==> config.mk <==
export PLATFORM = sky130hd
export DESIGN_NAME = mrm_unidade_controle_flat
export DESIGN_NICKNAME = d
export VERILOG_FILES = /design/src/rtl/mrm_unidade_controle_if.sv /design/src/rtl/mrm_unidade_controle.sv /design/src/flat_wrapper.sv
export SDC_FILE = /design/constraint.sdc
export NUM_CORES = 1
export LEC_CHECK = 0
export ABC_AREA = 1
export BUFFER_PORTS_ARGS = -buffer_cell sky130_fd_sc_hd__buf_2
export CORE_UTILIZATION = 53
export CTS_CLUSTER_DIAMETER = 60
export DETAILED_ROUTE_END_ITERATION = 16
export PLACE_DENSITY_LB_ADDON = 0.3
export SYNTH_ARGS = -nofsm -noshare
export SYNTH_HDL_FRONTEND = slang
export SYNTH_SLANG_ARGS = --single-unit
==> constraint.sdc <==
create_clock -name clock -period 3 [get_ports clock]
set_input_delay 0.15 -clock clock [delete_from_list [all_inputs] [get_ports clock]]
set_output_delay 0.15 -clock clock [all_outputs]
set_load 0.01 [all_outputs]
==> src/rtl/mrm_unidade_controle_if.sv <==
// rtl/mrm_unidade_controle_if.sv - control/status bundle between the game controller and its datapath
//
// Inputs to the controller (driven by datapath / player side):
//   iniciar, jogada_pulso, igual, fimJ, fimL, fimP
// Outputs from the controller:
//   counter controls zeraJ/contaJ, zeraL/contaL, zeraP/contaP;
//   strobes gera_rand, escreve_ram, registra_jogada, habilita_comp,
//   show_display, reset_display; address select sel_endereco;
//   status pronto, ganhou, perdeu, timeout; debug db_estado[3:0].
// modport master = controller side, modport slave = datapath side.
interface mrm_unidade_controle_if;
    logic       iniciar;
    logic       jogada_pulso;
    logic       igual;
    logic       fimJ;
    logic       fimL;
    logic       fimP;

    logic       zeraJ;
    logic       contaJ;
    logic       zeraL;
    logic       contaL;
    logic       zeraP;
    logic       contaP;
    logic       gera_rand;
    logic       escreve_ram;
    logic       registra_jogada;
    logic       sel_endereco;
    logic       habilita_comp;
    logic       show_display;
    logic       reset_display;
    logic       pronto;
    logic       ganhou;
    logic       perdeu;
    logic       timeout;
    logic [3:0] db_estado;

    modport master (
        input  iniciar, jogada_pulso, igual, fimJ, fimL, fimP,
        output zeraJ, contaJ, zeraL, contaL, zeraP, contaP,
        output gera_rand, escreve_ram, registra_jogada, sel_endereco,
        output habilita_comp, show_display, reset_display,
        output pronto, ganhou, perdeu, timeout, db_estado
    );

    modport slave (
        output iniciar, jogada_pulso, igual, fimJ, fimL, fimP,
        input  zeraJ, contaJ, zeraL, contaL, zeraP, contaP,
        input  gera_rand, escreve_ram, registra_jogada, sel_endereco,
        input  habilita_comp, show_display, reset_display,
        input  pronto, ganhou, perdeu, timeout, db_estado
    );
endinterface

==> src/rtl/mrm_unidade_controle.sv <==
// rtl/mrm_unidade_controle.sv - Moore control FSM for the memory game (show sequence, collect moves, win/lose/timeout)
//
// Parameter: TIMEOUT_CICLOS - clock cycles allowed per player move.
// Ports:
//   clock - system clock, rising edge
//   reset - asynchronous active-low reset
//   ctl   - mrm_unidade_controle_if.master: datapath flags in, counter
//           controls / strobes / status / db_estado out.
module mrm_unidade_controle #(
    parameter int TIMEOUT_CICLOS = 5000
) (
    input  logic                   clock,
    input  logic                   reset,
    mrm_unidade_controle_if.master ctl
);

    typedef enum logic [3:0] {
        st_inicial        = 4'h0,
        st_preparacao     = 4'h1,
        st_gera           = 4'h2,
        st_escreve        = 4'h3,
        st_mostra         = 4'h4,
        st_avanca_mostra  = 4'h5,
        st_zera_espera    = 4'h6,
        st_espera         = 4'h7,
        st_registra       = 4'h8,
        st_compara        = 4'h9,
        st_avanca_espera  = 4'hA,
        st_proxima_rodada = 4'hB,
        st_ganhou         = 4'hC,
        st_perdeu         = 4'hD,
        st_timeout        = 4'hE,
        st_invalido       = 4'hF
    } estado_t;

    localparam int CNT_W = (TIMEOUT_CICLOS > 1) ? $clog2(TIMEOUT_CICLOS) : 1;
    localparam logic [CNT_W-1:0] CNT_LIMITE = CNT_W'(TIMEOUT_CICLOS - 1);

    estado_t          estado;
    estado_t          proximo;
    logic [CNT_W-1:0] cnt_timeout;
    logic             expirou;

    assign expirou = (cnt_timeout == CNT_LIMITE);

    always_ff @(posedge clock or negedge reset) begin
        if (!reset) begin
            estado <= st_inicial;
        end else begin
            estado <= proximo;
        end
    end

    // The counter follows the next state so it reads 0 in every state except
    // espera, and inside espera equals the cycles already spent there. It
    // never passes CNT_LIMITE because espera is left on that cycle.
    always_ff @(posedge clock or negedge reset) begin
        if (!reset) begin
            cnt_timeout <= '0;
        end else if (proximo == st_espera && estado == st_espera) begin
            cnt_timeout <= cnt_timeout + CNT_W'(1);
        end else begin
            cnt_timeout <= '0;
        end
    end

    always_comb begin
        proximo = estado;
        unique case (estado)
            st_inicial:        proximo = ctl.iniciar ? st_preparacao : st_inicial;
            st_preparacao:     proximo = st_gera;
            st_gera:           proximo = st_escreve;
            st_escreve:        proximo = st_mostra;
            st_mostra: begin
                if (ctl.fimP) begin
                    proximo = ctl.fimJ ? st_zera_espera : st_avanca_mostra;
                end
            end
            st_avanca_mostra:  proximo = st_mostra;
            st_zera_espera:    proximo = st_espera;
            st_espera: begin
                // A move arriving on the expiry cycle still counts.
                if (ctl.jogada_pulso) begin
                    proximo = st_registra;
                end else if (expirou) begin
                    proximo = st_timeout;
                end
            end
            st_registra:       proximo = st_compara;
            st_compara: begin
                if (!ctl.igual) begin
                    proximo = st_perdeu;
                end else if (!ctl.fimJ) begin
                    proximo = st_avanca_espera;
                end else if (!ctl.fimL) begin
                    proximo = st_proxima_rodada;
                end else begin
                    proximo = st_ganhou;
                end
            end
            st_avanca_espera:  proximo = st_espera;
            st_proxima_rodada: proximo = st_gera;
            st_ganhou, st_perdeu, st_timeout: begin
                if (ctl.iniciar) begin
                    proximo = st_preparacao;
                end
            end
            default:           proximo = st_inicial;
        endcase
    end

    always_comb begin
        ctl.zeraJ           = 1'b0;
        ctl.contaJ          = 1'b0;
        ctl.zeraL           = 1'b0;
        ctl.contaL          = 1'b0;
        ctl.zeraP           = 1'b0;
        ctl.contaP          = 1'b0;
        ctl.gera_rand       = 1'b0;
        ctl.escreve_ram     = 1'b0;
        ctl.registra_jogada = 1'b0;
        ctl.sel_endereco    = 1'b0;
        ctl.habilita_comp   = 1'b0;
        ctl.show_display    = 1'b0;
        ctl.reset_display   = 1'b0;
        ctl.pronto          = 1'b0;
        ctl.ganhou          = 1'b0;
        ctl.perdeu          = 1'b0;
        ctl.timeout         = 1'b0;
        ctl.db_estado       = estado;
        unique case (estado)
            st_preparacao: begin
                ctl.zeraJ         = 1'b1;
                ctl.zeraL         = 1'b1;
                ctl.zeraP         = 1'b1;
                ctl.reset_display = 1'b1;
            end
            st_gera:       ctl.gera_rand = 1'b1;
            st_escreve:    ctl.escreve_ram = 1'b1;
            st_mostra: begin
                ctl.show_display = 1'b1;
                ctl.contaP       = 1'b1;
                ctl.sel_endereco = 1'b1;
            end
            st_avanca_mostra: begin
                ctl.contaJ = 1'b1;
                ctl.zeraP  = 1'b1;
            end
            st_zera_espera: begin
                ctl.zeraJ         = 1'b1;
                ctl.zeraP         = 1'b1;
                ctl.reset_display = 1'b1;
            end
            st_registra: begin
                ctl.registra_jogada = 1'b1;
                ctl.sel_endereco    = 1'b1;
            end
            st_compara: begin
                ctl.habilita_comp = 1'b1;
                ctl.sel_endereco  = 1'b1;
            end
            st_avanca_espera: ctl.contaJ = 1'b1;
            st_proxima_rodada: begin
                ctl.contaL = 1'b1;
                ctl.zeraJ  = 1'b1;
                ctl.zeraP  = 1'b1;
            end
            st_ganhou: begin
                ctl.pronto = 1'b1;
                ctl.ganhou = 1'b1;
            end
            st_perdeu: begin
                ctl.pronto = 1'b1;
                ctl.perdeu = 1'b1;
            end
            st_timeout: begin
                ctl.pronto  = 1'b1;
                ctl.timeout = 1'b1;
            end
            default: ;
        endcase
    end

endmodule

==> src/flat_wrapper.sv <==
// flat-port wrapper written by rule: the top's interface ports become plain ports
module mrm_unidade_controle_flat 
#(
    parameter int TIMEOUT_CICLOS = 5000
)
  (clock, reset, ctl_iniciar, ctl_jogada_pulso, ctl_igual, ctl_fimJ, ctl_fimL, ctl_fimP, ctl_zeraJ, ctl_contaJ, ctl_zeraL, ctl_contaL, ctl_zeraP, ctl_contaP, ctl_gera_rand, ctl_escreve_ram, ctl_registra_jogada, ctl_sel_endereco, ctl_habilita_comp, ctl_show_display, ctl_reset_display, ctl_pronto, ctl_ganhou, ctl_perdeu, ctl_timeout, ctl_db_estado);
  mrm_unidade_controle_if ctl_i ();
  input  logic clock;
  input  logic reset;
  input wire logic [$bits(ctl_i.iniciar)-1:0] ctl_iniciar;
  input wire logic [$bits(ctl_i.jogada_pulso)-1:0] ctl_jogada_pulso;
  input wire logic [$bits(ctl_i.igual)-1:0] ctl_igual;
  input wire logic [$bits(ctl_i.fimJ)-1:0] ctl_fimJ;
  input wire logic [$bits(ctl_i.fimL)-1:0] ctl_fimL;
  input wire logic [$bits(ctl_i.fimP)-1:0] ctl_fimP;
  output wire logic [$bits(ctl_i.zeraJ)-1:0] ctl_zeraJ;
  output wire logic [$bits(ctl_i.contaJ)-1:0] ctl_contaJ;
  output wire logic [$bits(ctl_i.zeraL)-1:0] ctl_zeraL;
  output wire logic [$bits(ctl_i.contaL)-1:0] ctl_contaL;
  output wire logic [$bits(ctl_i.zeraP)-1:0] ctl_zeraP;
  output wire logic [$bits(ctl_i.contaP)-1:0] ctl_contaP;
  output wire logic [$bits(ctl_i.gera_rand)-1:0] ctl_gera_rand;
  output wire logic [$bits(ctl_i.escreve_ram)-1:0] ctl_escreve_ram;
  output wire logic [$bits(ctl_i.registra_jogada)-1:0] ctl_registra_jogada;
  output wire logic [$bits(ctl_i.sel_endereco)-1:0] ctl_sel_endereco;
  output wire logic [$bits(ctl_i.habilita_comp)-1:0] ctl_habilita_comp;
  output wire logic [$bits(ctl_i.show_display)-1:0] ctl_show_display;
  output wire logic [$bits(ctl_i.reset_display)-1:0] ctl_reset_display;
  output wire logic [$bits(ctl_i.pronto)-1:0] ctl_pronto;
  output wire logic [$bits(ctl_i.ganhou)-1:0] ctl_ganhou;
  output wire logic [$bits(ctl_i.perdeu)-1:0] ctl_perdeu;
  output wire logic [$bits(ctl_i.timeout)-1:0] ctl_timeout;
  output wire logic [$bits(ctl_i.db_estado)-1:0] ctl_db_estado;
  assign ctl_i.iniciar = ctl_iniciar;
  assign ctl_i.jogada_pulso = ctl_jogada_pulso;
  assign ctl_i.igual = ctl_igual;
  assign ctl_i.fimJ = ctl_fimJ;
  assign ctl_i.fimL = ctl_fimL;
  assign ctl_i.fimP = ctl_fimP;
  assign ctl_zeraJ = ctl_i.zeraJ;
  assign ctl_contaJ = ctl_i.contaJ;
  assign ctl_zeraL = ctl_i.zeraL;
  assign ctl_contaL = ctl_i.contaL;
  assign ctl_zeraP = ctl_i.zeraP;
  assign ctl_contaP = ctl_i.contaP;
  assign ctl_gera_rand = ctl_i.gera_rand;
  assign ctl_escreve_ram = ctl_i.escreve_ram;
  assign ctl_registra_jogada = ctl_i.registra_jogada;
  assign ctl_sel_endereco = ctl_i.sel_endereco;
  assign ctl_habilita_comp = ctl_i.habilita_comp;
  assign ctl_show_display = ctl_i.show_display;
  assign ctl_reset_display = ctl_i.reset_display;
  assign ctl_pronto = ctl_i.pronto;
  assign ctl_ganhou = ctl_i.ganhou;
  assign ctl_perdeu = ctl_i.perdeu;
  assign ctl_timeout = ctl_i.timeout;
  assign ctl_db_estado = ctl_i.db_estado;
  mrm_unidade_controle #(.TIMEOUT_CICLOS(TIMEOUT_CICLOS)) u_core (.clock(clock), .reset(reset), .ctl(ctl_i));
endmodule
==> run metrics <==
status=completed; WL per Instance=11.2 µm; clk slew on worst S/H paths=0.10 ns; post-CTS repair timing setup buffer count=0; DRC=0; filler cell count=around 200; number of synthesized register bits=17; Max Fclk=between 0.5 and 0.6 GHz; setup tns final=0 ns; vias=1272; DR pass1 iterations=4; DIE AREA=0.00244 mm²; Final period util=0.608; largest area contributor in the netlist=dfrtp_1; Worst EP arrival=1.68 ns; Final setup viols=0; Detailed Route WL=2810 µm; CTS tree=built; skew final=0.00286 ns; largest net degree at the start of global routing=18; CTS Buf Count=3; via/cell ratio=5.07; Die X=49.4 µm; initial antenna violation count=0; Slew Limit Fails=0; Congestion Overflow GR=0; yosys warns=0; Reg2Reg Capture Point=u_core.ctl.db_estado[0]$_DFF_PN0_; Leakage=0.764 nW; Clock Tree Buf Depth=2; hold path start=ctl_jogada_pulso; Die H=49.4 µm; first-pass GRT wire length=4840 µm; Netlist cell types=20; RSZ-0062 raised after global routing=no; Antenna Cells=0; most frequent cell after synthesis=nand2_1; IO Count=29; number of cells on the worst reg-to-reg path=6; Netlist Area Pre-Place=0.00119 mm²; Routed Antenna Nets=0; core area=0.00204 mm²; share of cells above drive strength 1=0.170; initial core utilization=0.583; site row count=16; Psw=0.423 mW; ys flop type=dfrtp_1; Area growth syn-to-layout=16.1%; CP Data Required Time=2.85 ns; hold worst-path end=u_core.ctl.db_estado[1]$_DFF_PN0_; Hold Path Depth=4; area of the multi-input gates=just over 600 µm²; First DRT Iteration DRCs=34; Port Buffers=28; Flop pwr share=0.334; CTS Sinks=17; clock share of power=0.140; register-to-register setup slack=1.48 ns; Clock Latency Late Sink=roughly 0.29 ns; PD cells=about 650 mW/mm²; minimum clock period after layout=1.83 ns; Mapped Nets=202; top-area cell type share of the netlist area=0.358; CP Launch Type=register; Tightest Pin Transition=0.381 ns; Critical R2R Launch=u_core.cnt_timeout[0]$_DFF_PN0_; Sw Share=0.470; Syn Area/Cell=just over 6 µm²; Max-Cap Viols=0; root buf cell=clkbuf_4; Worst VDD drop=0.478 mV; H-tree depth=1; Logic pwr share=0.526; Int Power=0.476 mW; crit end category=primary output; Post-synth ARST share=1.00; register area=425 µm²; Max transition margin=0.746; cts hold-fix bufs=1; Setup Crit Path Kind=register to primary output; Hold Path Class=primary input to register; Tot GR Track Use=0.256; EDFF count, synth=0; register area share after synthesis=0.358; CP Max Fanout=6; Post-Synthesis Cells=just under 200; top post-synthesis cells by area=dfrtp_1, nand2_1, nor2_1; Commonest cells post-synth=nand2_1, nor2_1, inv_1, dfrtp_1, nand3_1; Worst Setup Slack, final=1.17 ns; post-cts gate resize count=0; number of global-route vias before repair=1146; HPWL Detailed=2240 µm; Setup WS pre-CTS=about 1.5 ns; Final Hold Fails=0; fin nets=234; GP Congestion=0.959
==> per-layer routing <==
metal	routed length [µm]	up-vias	global-route usage
li1	-	646	-
met1	1350	594	0.331
met2	1330	28	0.436
met3	105	4	0.0530
met4	22	0	0.0571
met5	0	-	0
==> worst max-delay path, stage by stage, from the launching register on <==
cell and delay (ns):
dfrtp_1 0.45, inv_1 0.08, nor2_1 0.28, inv_1 0.11
nor2_1 0.17, nor2_1 0.11, nand3_1 0.07, buf_2 0.13
==> state kept, by name, summed over array words and instances, names as in the netlist <==
register	count
u_core.ctl.db_estado	4
u_core.cnt_timeout	13
==> through the flow <==
step / total power, mW / std cells / instance area (µm²) / utilization / hold WS (ns)
floorplan: 0.612 / 193 / 1190 / - / -0.146
global placement: 0.757 / 246 / 1350 / 0.659 / 0.0857
detailed placement: 0.773 / 246 / 1350 / 0.659 / 0.0906
CTS: 0.898 / 251 / 1380 / 0.676 / 0.184
global route: 0.974 / 251 / 1380 / 0.676 / 0.189
finish: 0.899 / 251 / 1380 / 0.676 / 0.190
==> cell usage in the layout (no fill, tap or decap) <==
cell type / count
ha_1: 1
o21a_1: 1
o21ai_0: 6
inv_1: 34
a21oi_2: 1
nand3_1: 7
buf_2: 28
clkbuf_1: 1
dlygate4sd3_1: 1
nand2_2: 4
nor3_1: 4
nand2_1: 55
xor2_1: 2
dfrtp_1: 17
inv_2: 1
nor2_1: 45
o21bai_1: 2
nand4_1: 6
a21oi_1: 3
nor2_4: 1
clkinv_1: 1
clkbuf_4: 3
==> kinds of logic after synthesis <==
family | share of synthesized area
xor+xnor | 0.0147
buf+inv | 0.129
simple gates | 0.424
flops | 0.358
fa+ha+maj | 0.0105
compound gates | 0.0641
==> cell type report <==
type,count,area share
Tap cell,27,0.0245
Clock buffer,4,0.0190
Sequential cell,17,0.308
Timing Repair Buffer,29,0.109
Inverter,36,0.0978
Multi-Input combinational cell,138,0.442
==> power groups by stage <==
stage	clock [mW]	combinational (mW)	sequential, mW
after detailed placement	0	0.468	0.305
after CTS	0.127	0.471	0.300
final	0.125	0.473	0.301
after global routing	0.135	0.533	0.307
after floorplan	0	0.300	0.312
after global placement	0	0.452	0.305
==> how the worst max path moves through the flow <==
stage | from | to | slack (ns) | depth (start not counted)
floorplan | u_core.ctl.db_estado[0]$_DFF_PN0_ | ctl_zeraP | 1.67 | 6
global placement | u_core.cnt_timeout[0]$_DFF_PN0_ | u_core.ctl.db_estado[0]$_DFF_PN0_ | 1.56 | 6
detailed placement | u_core.cnt_timeout[0]$_DFF_PN0_ | u_core.ctl.db_estado[0]$_DFF_PN0_ | 1.50 | 6
CTS | u_core.ctl.db_estado[0]$_DFF_PN0_ | ctl_zeraP | 1.20 | 7
global route | u_core.ctl.db_estado[0]$_DFF_PN0_ | ctl_zeraP | 1.06 | 7
finish | u_core.ctl.db_estado[0]$_DFF_PN0_ | ctl_zeraP | 1.17 | 7
Note: power is estimated with default switching activity, not from simulation.
